`config.mk`:
```
export PLATFORM = sky130hd
export DESIGN_NAME = simon_ti_ct_collector_flat
export DESIGN_NICKNAME = d
export VERILOG_FILES = /design/src/rtl/simon_ti_ct_collector_pkg.sv /design/src/rtl/simon_ti_ct_collector_if.sv /design/src/rtl/simon_ti_ct_collector_sipo.sv /design/src/rtl/simon_ti_ct_collector.sv /design/src/flat_wrapper.sv
export SDC_FILE = /design/constraint.sdc
export NUM_CORES = 1
export LEC_CHECK = 0
export BUFFER_PORTS_ARGS = -buffer_cell sky130_fd_sc_hd__buf_2
export CORE_ASPECT_RATIO = 2
export CORE_MARGIN = 4
export CORE_UTILIZATION = 47
export DETAILED_ROUTE_END_ITERATION = 7
export PLACE_DENSITY = 0.77
export SETUP_SLACK_MARGIN = 0.02
export SLEW_MARGIN = 15
export SYNTH_ARGS = -nofsm -noshare
export SYNTH_HDL_FRONTEND = slang
export SYNTH_SLANG_ARGS = --single-unit
```
`constraint.sdc`:
```
create_clock -name clk -period 12.2 [get_ports clk]
set_clock_uncertainty 0.05 [all_clocks]
set_input_delay 0.61 -clock clk [delete_from_list [all_inputs] [get_ports clk]]
set_output_delay 0.61 -clock clk [all_outputs]
set_load 0.1 [all_outputs]
```
`src/rtl/simon_ti_ct_collector_pkg.sv`:
```
// simon_ti_pkg: shared constants and FSM state type for the Simon TI
// ciphertext collector.
//   SIMON_BLOCK_BITS : bits per share per block (also the shift count)
//   SIMON_CNT_W      : width of the bit counter, 2**SIMON_CNT_W >= block bits
//   ct_state_t       : collector FSM states
package simon_ti_pkg;
    localparam int SIMON_BLOCK_BITS = 128;
    localparam int SIMON_CNT_W      = 7;

    typedef enum logic [1:0] {ST_IDLE, ST_SHIFT, ST_HOLD} ct_state_t;
endpackage

```
`src/rtl/simon_ti_ct_collector_if.sv`:
```
// simon_ti_ct_collector_if: stream-in / block-out bundle of the ciphertext
// collector.
//   master : core + host side (drives done_in, bit_ina, bit_inb, ct_ready)
//   slave  : collector side (drives ct_a, ct_b, ct_valid, busy, overrun and,
//            when built with SIMON_CT_UNMASK_EN, ct_plain)
interface simon_ti_ct_collector_if
    import simon_ti_pkg::*;
#(
    parameter int BLOCK_BITS = SIMON_BLOCK_BITS
) ();
    logic                  done_in;
    logic                  bit_ina;
    logic                  bit_inb;
    logic [BLOCK_BITS-1:0] ct_a;
    logic [BLOCK_BITS-1:0] ct_b;
    logic                  ct_valid;
    logic                  ct_ready;
    logic                  busy;
    logic                  overrun;
`ifdef SIMON_CT_UNMASK_EN
    logic [BLOCK_BITS-1:0] ct_plain;

    modport master (output done_in, bit_ina, bit_inb, ct_ready,
                    input  ct_a, ct_b, ct_valid, busy, overrun, ct_plain);
    modport slave  (input  done_in, bit_ina, bit_inb, ct_ready,
                    output ct_a, ct_b, ct_valid, busy, overrun, ct_plain);
`else
    modport master (output done_in, bit_ina, bit_inb, ct_ready,
                    input  ct_a, ct_b, ct_valid, busy, overrun);
    modport slave  (input  done_in, bit_ina, bit_inb, ct_ready,
                    output ct_a, ct_b, ct_valid, busy, overrun);
`endif
endinterface

```
`src/rtl/simon_ti_ct_collector_sipo.sv`:
```
// simon_share_sipo: one-share serial-in/parallel-out register. Shifts right
// with the new bit entering at the MSB, so after BLOCK_BITS shifts bit i of q
// holds the i-th bit received.
//   clk, rst : clock, async active-high reset (clears q)
//   en       : shift one bit this cycle
//   din      : serial bit
//   q        : parallel word
module simon_share_sipo #(
    parameter int BLOCK_BITS = 128
) (
    input  logic                  clk,
    input  logic                  rst,
    input  logic                  en,
    input  logic                  din,
    output logic [BLOCK_BITS-1:0] q
);
    logic [BLOCK_BITS-1:0] q_q;

    always_ff @(posedge clk or posedge rst) begin
        if (rst)     q_q <= '0;
        else if (en) q_q <= {din, q_q[BLOCK_BITS-1:1]};
    end

    assign q = q_q;
endmodule

```
`src/rtl/simon_ti_ct_collector.sv`:
```
// simon_ti_ct_collector: deserialises the 2-share bit-serial ciphertext from
// the TI Simon core (LSB first, starting on the rising edge of done_in) into
// two BLOCK_BITS-wide words and offers them on a valid/ready port.
//   clk, rst : clock, async active-high reset
//   bus      : slave side of simon_ti_ct_collector_if
// Build option SIMON_CT_UNMASK_EN adds ct_plain = ct_a ^ ct_b, registered on
// HOLD entry. Without it the shares are never combined inside this block.
module simon_ti_ct_collector
    import simon_ti_pkg::*;
#(
    parameter int BLOCK_BITS = SIMON_BLOCK_BITS,
    parameter int CNT_W      = SIMON_CNT_W
) (
    input  logic                   clk,
    input  logic                   rst,
    simon_ti_ct_collector_if.slave bus
);
    localparam logic [CNT_W-1:0] LAST_CNT = CNT_W'(BLOCK_BITS - 1);

    ct_state_t             state_q;
    logic [CNT_W-1:0]      cnt_q;
    logic                  done_q;
    logic                  busy_q;
    logic                  valid_q;
    logic                  overrun_q;

    logic                  done_rise;
    logic                  shift_en;
    logic                  last_bit;
    logic [1:0]            sh_bit;
    logic [1:0][BLOCK_BITS-1:0] sh_q;

    assign done_rise = bus.done_in & ~done_q;
    // Bit 0 is on the wire in the same cycle as the Done edge, so IDLE shifts too.
    assign shift_en  = (state_q == ST_SHIFT) || ((state_q == ST_IDLE) && done_rise);
    assign last_bit  = (state_q == ST_SHIFT) && (cnt_q == LAST_CNT);
    assign sh_bit    = {bus.bit_inb, bus.bit_ina};

    // One register per share; the shares never meet in a common register.
    for (genvar s = 0; s < 2; s++) begin : g_share
        simon_share_sipo #(.BLOCK_BITS(BLOCK_BITS)) u_sipo (
            .clk (clk),
            .rst (rst),
            .en  (shift_en),
            .din (sh_bit[s]),
            .q   (sh_q[s])
        );
    end

    always_ff @(posedge clk or posedge rst) begin
        if (rst) begin
            state_q   <= ST_IDLE;
            cnt_q     <= '0;
            done_q    <= 1'b0;
            busy_q    <= 1'b0;
            valid_q   <= 1'b0;
            overrun_q <= 1'b0;
        end else begin
            done_q <= bus.done_in;
            case (state_q)
                ST_IDLE: begin
                    if (done_rise) begin
                        state_q <= ST_SHIFT;
                        cnt_q   <= CNT_W'(1);
                        busy_q  <= 1'b1;
                    end
                end
                ST_SHIFT: begin
                    // Done edges/levels are ignored here; the count always completes.
                    if (last_bit) begin
                        state_q <= ST_HOLD;
                        cnt_q   <= '0;
                        busy_q  <= 1'b0;
                        valid_q <= 1'b1;
                    end else begin
                        cnt_q <= cnt_q + CNT_W'(1);
                    end
                end
                ST_HOLD: begin
                    // A new stream can only start from IDLE, so an edge here is lost.
                    if (done_rise) overrun_q <= 1'b1;
                    if (valid_q && bus.ct_ready) begin
                        state_q <= ST_IDLE;
                        valid_q <= 1'b0;
                    end
                end
                default: state_q <= ST_IDLE;
            endcase
        end
    end

    assign bus.ct_a     = sh_q[0];
    assign bus.ct_b     = sh_q[1];
    assign bus.ct_valid = valid_q;
    assign bus.busy     = busy_q;
    assign bus.overrun  = overrun_q;

`ifdef SIMON_CT_UNMASK_EN
    logic [BLOCK_BITS-1:0] plain_q;

    // Combine the words as they will look after the final shift.
    always_ff @(posedge clk or posedge rst) begin
        if (rst)           plain_q <= '0;
        else if (last_bit) plain_q <= {bus.bit_ina, sh_q[0][BLOCK_BITS-1:1]}
                                    ^ {bus.bit_inb, sh_q[1][BLOCK_BITS-1:1]};
    end

    assign bus.ct_plain = plain_q;
`endif
endmodule

```
`src/flat_wrapper.sv`:
```
// flat-port wrapper written by rule: the top's interface ports become plain ports
module simon_ti_ct_collector_flat import simon_ti_pkg::*;
#(
    parameter int BLOCK_BITS = SIMON_BLOCK_BITS,
    parameter int CNT_W      = SIMON_CNT_W
)
  (clk, rst, bus_done_in, bus_bit_ina, bus_bit_inb, bus_ct_ready, bus_ct_a, bus_ct_b, bus_ct_valid, bus_busy, bus_overrun);
  simon_ti_ct_collector_if #(.BLOCK_BITS(BLOCK_BITS)) bus_i ();
  input  logic clk;
  input  logic rst;
  input wire logic [$bits(bus_i.done_in)-1:0] bus_done_in;
  input wire logic [$bits(bus_i.bit_ina)-1:0] bus_bit_ina;
  input wire logic [$bits(bus_i.bit_inb)-1:0] bus_bit_inb;
  input wire logic [$bits(bus_i.ct_ready)-1:0] bus_ct_ready;
  output wire logic [$bits(bus_i.ct_a)-1:0] bus_ct_a;
  output wire logic [$bits(bus_i.ct_b)-1:0] bus_ct_b;
  output wire logic [$bits(bus_i.ct_valid)-1:0] bus_ct_valid;
  output wire logic [$bits(bus_i.busy)-1:0] bus_busy;
  output wire logic [$bits(bus_i.overrun)-1:0] bus_overrun;
  assign bus_i.done_in = bus_done_in;
  assign bus_i.bit_ina = bus_bit_ina;
  assign bus_i.bit_inb = bus_bit_inb;
  assign bus_i.ct_ready = bus_ct_ready;
  assign bus_ct_a = bus_i.ct_a;
  assign bus_ct_b = bus_i.ct_b;
  assign bus_ct_valid = bus_i.ct_valid;
  assign bus_busy = bus_i.busy;
  assign bus_overrun = bus_i.overrun;
  simon_ti_ct_collector #(.BLOCK_BITS(BLOCK_BITS), .CNT_W(CNT_W)) u_core (.clk(clk), .rst(rst), .bus(bus_i));
endmodule
```
==> flow_metrics.tcl <==
set metrics [dict create \
    status "completed" \
    die_area_um2 24500 \
    first_pass_iters 4 \
    die_h_um 217 \
    grt_pass1_vias 6275 \
    yosys.cell_count.top_type "dfrtp_1" \
    design_area_um2 12500 \
    arrival_ns 3.54 \
    dpl.hpwl_um 14700 \
    min_path_type "in2reg" \
    cts_hold_buf 0 \
    crit_path_end_kind "flop" \
    start_kind "flop" \
    hold_viol_final 0 \
    core-area_um2 21600 \
    antenna_cells 0 \
    fin_crit_sh 0.263 \
    remaining_drc_errors 0 \
    numCtsBuffers 24 \
    critPathKind "reg2reg" \
    relSlewSlack 0.300 \
    synth_top_area_share 0.653 \
    cts_buffer_depth 3 \
    grt-ovfl-total 0 \
    syn2layout_area_growth_pct 21.4 \
    fmax_ghz 0.312 \
    ys.flop_type "dfrtp_1" \
    max-cap-violations 0 \
    cts_tree "yes" \
    power_leakage_nw 7.22 \
    ys_ff_latch 269 \
    ys_async_sr_fraction 1.00 \
    place_area_um2 11700 \
    ios 265 \
    cts_root_buffer "clkbuf_16" \
    synth_edf_count 0 \
    power_density_nw_per_um2 246 \
    nets 892 \
    h-tree-depth 1 \
    clk_pin_slew_ns 0.06 \
    synth.distinct_cells 34 \
    grtUsageTotal 0.168 \
    slew_violations 0 \
    drt-total-wl_um 20500 \
    tightestPinTransition_ns 1.05 \
    syn_inst 615 \
    ir_drop_mv 0.245 \
    ant_nets 0 \
    cp_max_fo 87 \
    synthTopCellsByArea "dfrtp_1 (65%), mux2_1 (28%), buf_6 (2.5%), ha_1 (0.49%), nand3_1 (0.34%)" \
    dieWidth_um 113 \
    synth_fp_nets 625 \
    portBuffers 264 \
    routed_via_density 5.07 \
    yosys_warnings 0 \
    fillers 1727 \
    rows 76 \
    start_util 0.478 \
    yosysSeqAreaShare 0.653 \
    fin_setup_tns_ns 0 \
    routedWlPerCell_um 17.5 \
    grt_pass1_wl_um 33500 \
    gp_congestion 0.792 \
    synth_top_cell_by_area "dfrtp_1" \
    antenna_found_initial 0 \
    cts_resized 0 \
    setup_viol 0 \
    layout-drive-gt1-share 0.345 \
    grt_max_degree 141 \
    synth.top_cells.by_count "dfrtp_1 (269), mux2_1 (256), buf_6 (23), nand2_1 (9), nand3_1 (7)" \
    syn_avg_cell_area_um2 16.8 \
    cts_num_sinks 269 \
    dr.first_iter.drc_count 306 \
    syn_area_um2 10300 \
    vias 5938 \
    clk_latency_ns 0.51 \
    postCtsSetupBuffers 0 \
    cp.required_ns 12.53 \
    fin_crit_ns 3.20 \
    rsz0062_at_grt "no" \
]
## path summary, 6_finish.rpt
kind	slack, ns	end	cells after the start	from
worst max-delay path	9.00	u_core.g_share[0].u_sipo.q[30]$_DFFE_PP0P_	6	u_core.state_q[1]$_DFFE_PP0P_
worst min register to register	0.41	u_core.bus.overrun$_DFFE_PP0P_	1	u_core.bus.overrun$_DFFE_PP0P_
worst min-delay path	0.18	u_core.done_q$_DFF_PP0_	1	bus_done_in
worst max register to register	9.00	u_core.g_share[0].u_sipo.q[30]$_DFFE_PP0P_	6	u_core.state_q[1]$_DFFE_PP0P_
min in group asynchronous	0.26	u_core.g_share[0].u_sipo.q[14]$_DFFE_PP0P_	2	rst
max in group asynchronous	10.27	u_core.g_share[1].u_sipo.q[40]$_DFFE_PP0P_	3	rst
## stage by stage
step                       util  power (mW)  hold slack (ns)  cells  setup WS [ns]
after detailed placement  0.543        2.35            0.393   1129           8.97
final                     0.580        3.07            0.180   1171           9.00
after CTS                 0.580        3.12            0.147   1171           8.97
after global routing      0.580        3.21            0.166   1171           8.80
after floorplan               -        2.22            0.421    615           4.13
after global placement    0.543        2.34            0.392   1129           9.02
## cells by family (layout without fill, tap and decap cells)
family	after synthesis	count (layout)	share of synthesized area
buf+inv	32	315	0.0301
simple gates	30	30	0.0159
flops	269	269	0.653
compound gates	22	22	0.0150
fa+ha+maj	4	4	0.00485
mux	258	258	0.281
## layer usage
layer	track usage	vias to the layer above	wire length, um
met2	0.303	204	11000
met3	0.0397	45	1460
li1	-	2713	-
met5	0	-	0
met1	0.183	2976	7200
met4	0.0770	0	920
## power by group
| part | switching, mW | internal (mW) |
|---|---|---|
| Clock | 0.317 | 0.437 |
| Combinational | 0.983 | 0.253 |
| Sequential | 0.0825 | 1.00 |
| Total | 1.38 | 1.69 |
## cell usage in the layout (no fill, tap or decap), types with 2 or more instances in the layout
| master | n |
|---|---|
| nand2b_1 | 3 |
| o21ai_1 | 4 |
| clkbuf_16 | 25 |
| mux2i_1 | 2 |
| clkinvlp_4 | 2 |
| mux2_1 | 256 |
| clkbuf_8 | 3 |
| inv_1 | 2 |
| nand3_1 | 7 |
| nor2_1 | 2 |
| clkbuf_1 | 6 |
| o21ai_0 | 3 |
| nor2b_1 | 2 |
| bufinv_16 | 2 |
| clkinv_2 | 3 |
| nand2_1 | 9 |
| ha_1 | 4 |
| buf_4 | 6 |
| buf_2 | 264 |
| dfrtp_1 | 269 |
| a21oi_1 | 4 |
## registers in the layout, summed over array words and instances (netlist names)
signal	cells
u_core.bus.ct_valid	1
u_core.state_q	2
u_core.g_share.u_sipo.q	256
u_core.bus.overrun	1
u_core.bus.busy	1
u_core.cnt_q	7
u_core.done_q	1
## critical path, cell delays in order (launching register included)
cell	delay, ns
dfrtp_1	0.37
inv_1	0.07
ha_1	0.36
a21oi_4	0.19
buf_4	0.59
buf_4	0.92
mux2_1	0.41
## area by class of cell
class	count	area (um^2)	share of cell area
clock buffers	34	689	0.0551
clock inverters	8	98.8	0.00790
inverters	3	18.8	0.00150
multi-input cells	314	3270	0.261
flip-flops and latches	269	6730	0.538
well taps	273	342	0.0273
repair buffers	270	1370	0.109
Power figures use the tool's default switching activity.
